## config.mk

```make
export PLATFORM = sky130hd
export DESIGN_NAME = game_sequencer
export DESIGN_NICKNAME = d
export VERILOG_FILES = /design/src/rtl/game_sequencer.sv
export SDC_FILE = /design/constraint.sdc
export NUM_CORES = 1
export LEC_CHECK = 0
export CORE_MARGIN = 2
export CORE_UTILIZATION = 55
export CTS_CLUSTER_DIAMETER = 150
export CTS_CLUSTER_SIZE = 24
export DETAILED_ROUTE_END_ITERATION = 8
export PLACE_DENSITY_LB_ADDON = 0.15
export SLEW_MARGIN = 10
export SYNTH_ARGS = -nofsm -noshare
export SYNTH_HDL_FRONTEND = slang
export SYNTH_SLANG_ARGS = --single-unit
```

## constraint.sdc

```tcl
create_clock -name clk -period 6.4 [get_ports clk]
set_input_delay 1.28 -clock clk [delete_from_list [all_inputs] [get_ports clk]]
set_output_delay 1.28 -clock clk [all_outputs]
set_load 0.02 [all_outputs]
```

## src/rtl/game_sequencer.sv

```systemverilog
// Round sequencer for the code-entry bomb game: shows a random code, arms a
// countdown for entry, holds the result, then auto-restarts into IDLE.
module game_sequencer #(
  parameter int SHOW_SEC    = 5,
  parameter int ARM_SEC     = 20,
  parameter int HOLD_SEC    = 3,
  parameter int MAX_STRIKES = 3
) (
  input  logic       clk,
  input  logic       rst_p,
  input  logic       sw_en,
  input  logic       btn_start,
  input  logic       tick_1hz,
  input  logic       code_ok,
  input  logic       code_bad,
  output logic [4:0] code,
  output logic       show_en,
  output logic       input_en,
  output logic       bomb_en,
  output logic [4:0] secs_left,
  output logic [1:0] strikes,
  output logic       fail,
  output logic       success,
  output logic       sub_rst
);

  typedef enum logic [2:0] {
    IDLE,
    SHOW,
    ARM,
    FAIL,
    SUCCESS
  } state_t;

  localparam logic [4:0] SHOW_L = 5'(SHOW_SEC);
  localparam logic [4:0] ARM_L  = 5'(ARM_SEC);
  localparam logic [4:0] HOLD_L = 5'(HOLD_SEC);
  localparam logic [1:0] MAX_L  = 2'(MAX_STRIKES);

  state_t     state, state_d;
  logic [4:0] lfsr;
  logic [4:0] code_d, secs_d;
  logic [1:0] strikes_d;
  logic       sub_rst_d;
  logic       btn_q, sw_en_q;

  always_comb begin
    state_d   = state;
    code_d    = code;
    secs_d    = secs_left;
    strikes_d = strikes;
    sub_rst_d = 1'b0;
    if (!sw_en) begin
      state_d   = IDLE;
      secs_d    = '0;
      strikes_d = '0;
      sub_rst_d = sw_en_q;
    end else begin
      unique case (state)
        IDLE: begin
          if (btn_start && !btn_q) begin
            state_d   = SHOW;
            code_d    = lfsr;
            strikes_d = '0;
            secs_d    = SHOW_L;
            sub_rst_d = 1'b1;
          end
        end
        SHOW: begin
          if (tick_1hz) begin
            if (secs_left <= 5'd1) begin
              state_d = ARM;
              secs_d  = ARM_L;
            end else begin
              secs_d = secs_left - 5'd1;
            end
          end
        end
        ARM: begin
          if (code_ok) begin
            state_d = SUCCESS;
            secs_d  = HOLD_L;
          end else begin
            if (tick_1hz) secs_d = secs_left - 5'd1;
            if (code_bad && strikes != MAX_L) strikes_d = strikes + 2'd1;
            // A strike-out loads the hold time directly; a timeout shows 0 first.
            if (code_bad && strikes_d == MAX_L) begin
              state_d = FAIL;
              secs_d  = HOLD_L;
            end else if (tick_1hz && secs_left == 5'd1) begin
              state_d = FAIL;
              secs_d  = '0;
            end
          end
        end
        FAIL, SUCCESS: begin
          if (secs_left == 5'd0) begin
            secs_d = HOLD_L;
          end else if (tick_1hz) begin
            if (secs_left == 5'd1) begin
              state_d   = IDLE;
              secs_d    = '0;
              strikes_d = '0;
              sub_rst_d = 1'b1;
            end else begin
              secs_d = secs_left - 5'd1;
            end
          end
        end
        default: state_d = IDLE;
      endcase
    end
  end

  // NOTE: sequential state uses non-blocking assignments only, so every
  // register samples the pre-edge values computed by the comb block above.
  always_ff @(posedge clk) begin
    // Edge detectors track their inputs even in reset, so a button held
    // across reset release does not start a phantom round.
    btn_q   <= btn_start;
    sw_en_q <= sw_en;
    if (rst_p) begin
      state     <= IDLE;
      lfsr      <= 5'b00001;
      code      <= '0;
      secs_left <= '0;
      strikes   <= '0;
      show_en   <= 1'b0;
      input_en  <= 1'b0;
      bomb_en   <= 1'b0;
      fail      <= 1'b0;
      success   <= 1'b0;
      sub_rst   <= 1'b1;
    end else begin
      lfsr      <= {lfsr[3:0], lfsr[4] ^ lfsr[2]};
      state     <= state_d;
      code      <= code_d;
      secs_left <= secs_d;
      strikes   <= strikes_d;
      show_en   <= (state_d == SHOW);
      input_en  <= (state_d == ARM);
      bomb_en   <= (state_d == SHOW) || (state_d == ARM);
      fail      <= (state_d == FAIL);
      success   <= (state_d == SUCCESS);
      sub_rst   <= sub_rst_d;
    end
  end

endmodule

```

==> flow_summary.json, run 1 <==
{
  "syn-num-nets": 192,
  "ctsHoldBuffers": 0,
  "worst_path_max_delay_cell": "a222oi_1",
  "cts_root_buf": "clkbuf_4",
  "ir_drop_v": 0.000148,
  "fmax_mhz": 315,
  "ios": 25,
  "maxSlewViolCount": 0,
  "area_growth_syn_to_layout_pct": 18.2,
  "final_common_cell": "dfxtp_1",
  "yosysWarnings": 0,
  "rows": 19,
  "core_um2": 2690,
  "async_reset_ff_frac": 0,
  "busiest_layer": "met2",
  "synth_top_area_share": 0.368,
  "crit_fanout": 8,
  "cellLeakagePower_nw": 0.706,
  "cp-end-kind": "flip-flop",
  "clkSinkCount": 28,
  "grt_setup_unrepaired": "no",
  "dieWidth_um": 56.6,
  "maxCapViolCount": 0,
  "dr.pass1.iters": 5,
  "gr-total-overflow": 0,
  "use_met3": 0.0323,
  "numPortBuffers": 24,
  "drive_gt1_frac": 0.0792,
  "grt_use_met2": 0.364,
  "antenna_found_initial": 0,
  "route.detailed.drc": 0,
  "grt_use_met1": 0.316,
  "post_cts_buffers": 0,
  "hold_slack_ns": 0.478,
  "die_y_um": 56.6,
  "synth_area_leaders": "dfxtp_1, o21ai_0, nor2_1",
  "wl_per_cell_um": 14.8,
  "final.setup.tns_ns": 0,
  "wirelength_um": 3450,
  "grt_usage": 0.233,
  "synth_seq_cells": 28,
  "ys.flop_type": "dfxtp_1",
  "yosysUniqueCellTypes": 52,
  "grt_max_degree": 20,
  "dpl.hpwl_um": 2560,
  "finalClockSkew_ns": 0.00578,
  "crit_arrival_ns": 3.44,
  "finalCritPeriodShare": 0.496,
  "cts_buffers": 3,
  "critPathMaxStageDelay_ns": 0.87,
  "drt_iter0_markers": 86,
  "clk_path_buf_depth": 2,
  "insertion_delay_ns": 0.32,
  "synth.avg_cell_area_um2": 8.42,
  "fill_cells": 219,
  "worstSetupPathType": "in -> reg",
  "fin_crit_ns": 3.18,
  "finalHoldViolations": 0,
  "synth_seq_area_share": 0.368,
  "min_path_type": "reg -> reg",
  "gp_congestion": 0.943,
  "cts_resized": 0,
  "worst-path-buf-inv": 1,
  "slew_headroom": 0.341,
  "crit_chain": "clkdlybuf4s50_1 > nand4bb_1 > and2_1 > a222oi_1 > mux2_4 > a21oi_2",
  "worstSetupStartpointType": "input pin",
  "ant_nets": 0,
  "grt_pass1_vias": 1352,
  "cellPowerDensity_nw_per_um2": 165,
  "setup_viol": 0,
  "design_power_total_w": 0.000298,
  "synth_edf_count": 0,
  "worst_pin_slew_ns": 0.989,
  "ctsHtreeMaxLevel": 1,
  "viasPerCell": 6.18,
  "n_antenna_cell": 0,
  "tritoncts": "yes",
  "final_nets": 215,
  "status": "finished, final reports clean",
  "cp_top_family": "compound AO/OA/AOI/OAI gates",
  "dieArea_um2": 3210,
  "cp.required_ns": 6.67,
  "fin_util": 0.671,
  "grt_pass1_wl_um": 6000,
  "start_util": 0.567,
  "yosys.area.top_type": "dfxtp_1",
  "path_clk_slew_ns": 0.13,
  "syn_inst": 181,
  "syn_area_um2": 1520,
  "vias": 1439,
  "mostFrequentLayoutCells": "dfxtp_1, clkdlybuf4s50_1, nor2_1"
}
[state kept, by name, indices dropped and copies added, names as in the netlist, 2 cells and up]
register,count
code,5
lfsr,5
secs_left,5
state,3
strikes,2
[worst reg2reg max path, stage by stage, from the launching register on]
cell and delay (ns):
dfxtp_1 0.38, ha_1 0.24, nand4bb_1 0.22, and2_1 0.18, a222oi_1 0.87, mux2_4 0.36
a21oi_2 0.12
[cells by family (layout without fill, tap and decap cells)]
family,Yosys count,count (layout),synth area share
XOR/XNOR,3,3,0.0172
buffers and inverters,15,36,0.0378
AND/OR/NAND/NOR,75,75,0.278
AO/OA/AOI/OAI,50,50,0.224
multiplexers,6,6,0.0427
flip-flops,28,28,0.368
adder cells (fa/ha/maj),4,4,0.0328
[synth_stat cells, drive strengths merged, types with 2 or more instances]
cell type  count
o22ai          2
o21bai         2
or3            2
nand4          2
o21a           2
ha             4
and2           3
clkbuf         4
nor3b          2
nor2          19
buf            2
or2            2
o211ai         2
a2bb2oi        2
a21oi          7
o21ai         15
nand3          5
nor4           3
nand2         11
nand2b         4
a31oi          4
and3           2
nor3           6
dfxtp         28
nor4b          2
mux2i          5
inv            9
xor2           2
a211oi         2
nor2b          8
o32ai          3
[where the power goes]
| part | switching [W] | internal, W | total, W |
|---|---|---|---|
| sequential | 0.00000444 | 0.000179 | 0.000184 |
| clock | 0.0000488 | 0.0000221 | 0.0000709 |
| combinational | 0.0000240 | 0.0000191 | 0.0000431 |
| total | 0.0000772 | 0.000220 | 0.000298 |
[cell type report]
cell class / instances / area, µm² / share of cell area
Multi-Input combinational cell: 138 / 906 / 0.503
Sequential cell: 28 / 561 / 0.311
Timing Repair Buffer: 24 / 240 / 0.133
Tap cell: 31 / 38.8 / 0.0215
Inverter: 9 / 33.8 / 0.0187
Clock buffer: 3 / 22.5 / 0.0125
[final timing paths]
path                            startpoint            to  slack, ns  depth (start not counted)
worst min register to register     lfsr[3]       lfsr[4]       0.48                          1
worst max-delay path              code_bad  secs_left[1]       3.22                          6
worst max register to register  strikes[0]  secs_left[1]       3.98                          6
worst min-delay path               lfsr[3]       lfsr[4]       0.48                          1
[stage by stage]
step / setup WS (ns) / instances / cell area [µm²]
6_report: 3.22 / 233 / 1800
5_1_grt: 3.03 / 233 / 1800
4_1_cts: 3.25 / 233 / 1800
3_5_place_dp: 2.92 / 230 / 1780
3_3_place_gp: 2.99 / 230 / 1780
2_1_floorplan: 3.64 / 181 / 1520
[per-layer routing]
metal | share of wire | vias to the layer above
met1 | 0.45 | 663
met3 | 0.057 | 11
met2 | 0.47 | 57
met4 | 0.026 | 0
met5 | 0 | -
li1 | - | 708
Note: power is estimated with default switching activity, not from simulation.
==> inputs of run 2 (changes only) <==
--- a/config.mk
+++ b/config.mk
@@ -6,7 +6,7 @@
 export NUM_CORES = 1
 export LEC_CHECK = 0
 export CORE_MARGIN = 2
-export CORE_UTILIZATION = 55
+export CORE_UTILIZATION = 52
 export CTS_CLUSTER_DIAMETER = 150
 export CTS_CLUSTER_SIZE = 24
 export DETAILED_ROUTE_END_ITERATION = 8
==> constraint.sdc (replaced) <==
create_clock -name clk -period 3.2 [get_ports clk]
set_input_delay 0.64 -clock clk [delete_from_list [all_inputs] [get_ports clk]]
set_output_delay 0.64 -clock clk [all_outputs]
set_load 0.02 [all_outputs]
==> run 2 against run 1 <==
Sequential share of layout area down 0.36 points. Via count up 2.6%. Flip-flop and latch count is the same. Non-clock buffer count increased by 1. Final area increased by 1.2%. Register-to-register slack got worse by 3.1 ns. First-iteration DRC count is 40% lower. Hold slack gained 0.0010 ns. Clock power up 140%. Combinational power up 100%. Total power is 110% higher.
==> flow_summary.json, run 2 (same netlist as run 1, synthesis figures left out) <==
{
  "status": "finished, final reports clean",
  "ctsHtreeMaxLevel": 1,
  "p_comb_frac": 0.139,
  "ctsHoldBuffers": 0,
  "maxSlewViolCount": 0,
  "crit_fanout": 5,
  "cp-end-kind": "flip-flop",
  "ios": 25,
  "clkSinkCount": 28,
  "finalCritPeriodShare": 0.716,
  "final_nets": 216,
  "cts_buffers": 3,
  "viasPerCell": 6.28,
  "switchingPower_w": 0.000160,
  "area_growth_syn_to_layout_pct": 19.6,
  "die_y_um": 58.1,
  "pwr-share-seq": 0.585,
  "drive_gt1_frac": 0.0882,
  "dr.pass1.iters": 7,
  "dpl.hpwl_um": 2680,
  "worst_path_max_delay_cell": "nor4b_1",
  "worst_pin_slew_ns": 0.700,
  "cellLeakagePower_nw": 0.719,
  "route.detailed.drc": 0,
  "crit_chain": "inv_1 > ha_1 > nor4b_1 > a31oi_1 > o32ai_2 > a21boi_0 > o21a_1",
  "grt_max_degree": 20,
  "gp_congestion": 0.907,
  "post_cts_buffers": 0,
  "vias": 1476,
  "cp_top_family": "compound AO/OA/AOI/OAI gates",
  "ant_nets": 0,
  "dieArea_um2": 3380,
  "worst-path-buf-inv": 1,
  "cp.required_ns": 3.44,
  "fmax_mhz": 436,
  "cts_resized": 0,
  "design_power_total_w": 0.000628,
  "critPathMaxStageDelay_ns": 0.59,
  "grt_pass1_vias": 1334,
  "cts_root_buf": "clkbuf_4",
  "wl_per_cell_um": 15.2,
  "drt_iter0_markers": 52,
  "worstSetupStartpointType": "flip-flop",
  "multi_input_area_um2": 906,
  "insertion_delay_ns": 0.33,
  "fill_cells": 226,
  "finalClockSkew_ns": 0.00962,
  "final_common_cell": "dfxtp_1",
  "grt_pass1_wl_um": 5890,
  "setup_viol": 0,
  "slew_headroom": 0.527,
  "path_clk_slew_ns": 0.15,
  "grt_setup_unrepaired": "no",
  "grt_usage": 0.225,
  "timing.reg2reg.setup_slack_ns": 0.91,
  "finalHoldViolations": 0,
  "core_um2": 2780,
  "tritoncts": "yes",
  "reg_top3": "code: 5 flops, lfsr: 5 flops, secs_left: 5 flops",
  "mostFrequentLayoutCells": "dfxtp_1, clkdlybuf4s50_1, nor2_1",
  "worstSetupPathType": "reg -> reg",
  "internal_power_w": 0.000467,
  "dieWidth_um": 58.1,
  "crit_arrival_ns": 2.53,
  "rr_worst_depth": 7,
  "holdPathEnd": "lfsr[1]",
  "numPortBuffers": 24,
  "timing.rr.end": "strikes[1]",
  "final-seq-area_um2": 561,
  "final.setup.tns_ns": 0,
  "clk_path_buf_depth": 2,
  "maxCapViolCount": 0,
  "switching_share": 0.256,
  "n_antenna_cell": 0,
  "r2r_start": "secs_left[1]",
  "rows": 19,
  "hold_depth": 1,
  "ir_drop_v": 0.000310,
  "min-delay-start": "lfsr[0]",
  "clkPwrFrac": 0.276,
  "antenna_found_initial": 0,
  "fin_crit_ns": 2.29,
  "cellPowerDensity_nw_per_um2": 344,
  "start_util": 0.548,
  "min_path_type": "reg -> reg",
  "fin_util": 0.655,
  "wirelength_um": 3570,
  "gr-total-overflow": 0
}
[run 2: metal layers]
metal,GRT usage,vias up,share of wire,wire [µm]
met5,0,-,0,0
met4,0.0963,0,0.024,86
met3,0.0379,17,0.055,198
met2,0.367,66,0.48,1700
met1,0.292,683,0.44,1590
li1,-,710,-,-
[run 2: cell type report]
cell class                      instances  area share
Inverter                                9      0.0185
Sequential cell                        28       0.307
Multi-Input combinational cell        138       0.497
Tap cell                               31      0.0213
Timing Repair Buffer                   25       0.136
Clock buffer                            4      0.0199
[run 2: how the worst max path moves through the flow]
stage          cells after the start          from      endpoint  slack [ns]
6_report                           7  secs_left[1]    strikes[1]        0.91
5_1_grt                            6  secs_left[0]       show_en        0.71
4_1_cts                            7  secs_left[1]    strikes[1]        0.94
3_5_place_dp                       7      code_bad  secs_left[1]        0.71
3_3_place_gp                       7      code_bad  secs_left[1]        0.71
2_1_floorplan                      6    strikes[0]  secs_left[1]        1.01
[run 2: worst reg2reg max path: cells and delay by family (launching register included)]
kind	cells	cell delay, ns
buffers and inverters	1	0.11
adders and majority gates	1	0.19
DFF	1	0.39
AOI/OAI and AO/OA	4	0.91
and+or+nand+nor	1	0.59
[run 2: metrics by stage]
step	area [µm²]	cells	hold slack (ns)	worst slack, ns
after floorplan	1520	181	0.437	1.01
after global placement	1790	231	0.445	0.712
after detailed placement	1790	231	0.467	0.709
after CTS	1820	235	0.481	0.945
after global routing	1820	235	0.498	0.709
final	1820	235	0.479	0.907
[run 2: power groups by stage]
stage	clock network (W)	registers (W)	logic, W
finish	0.000173	0.000367	0.0000875
CTS	0.000176	0.000367	0.0000870
global route	0.000189	0.000369	0.0000964
global placement	0	0.000374	0.0000846
floorplan	0	0.000377	0.0000511
detailed placement	0	0.000375	0.0000866
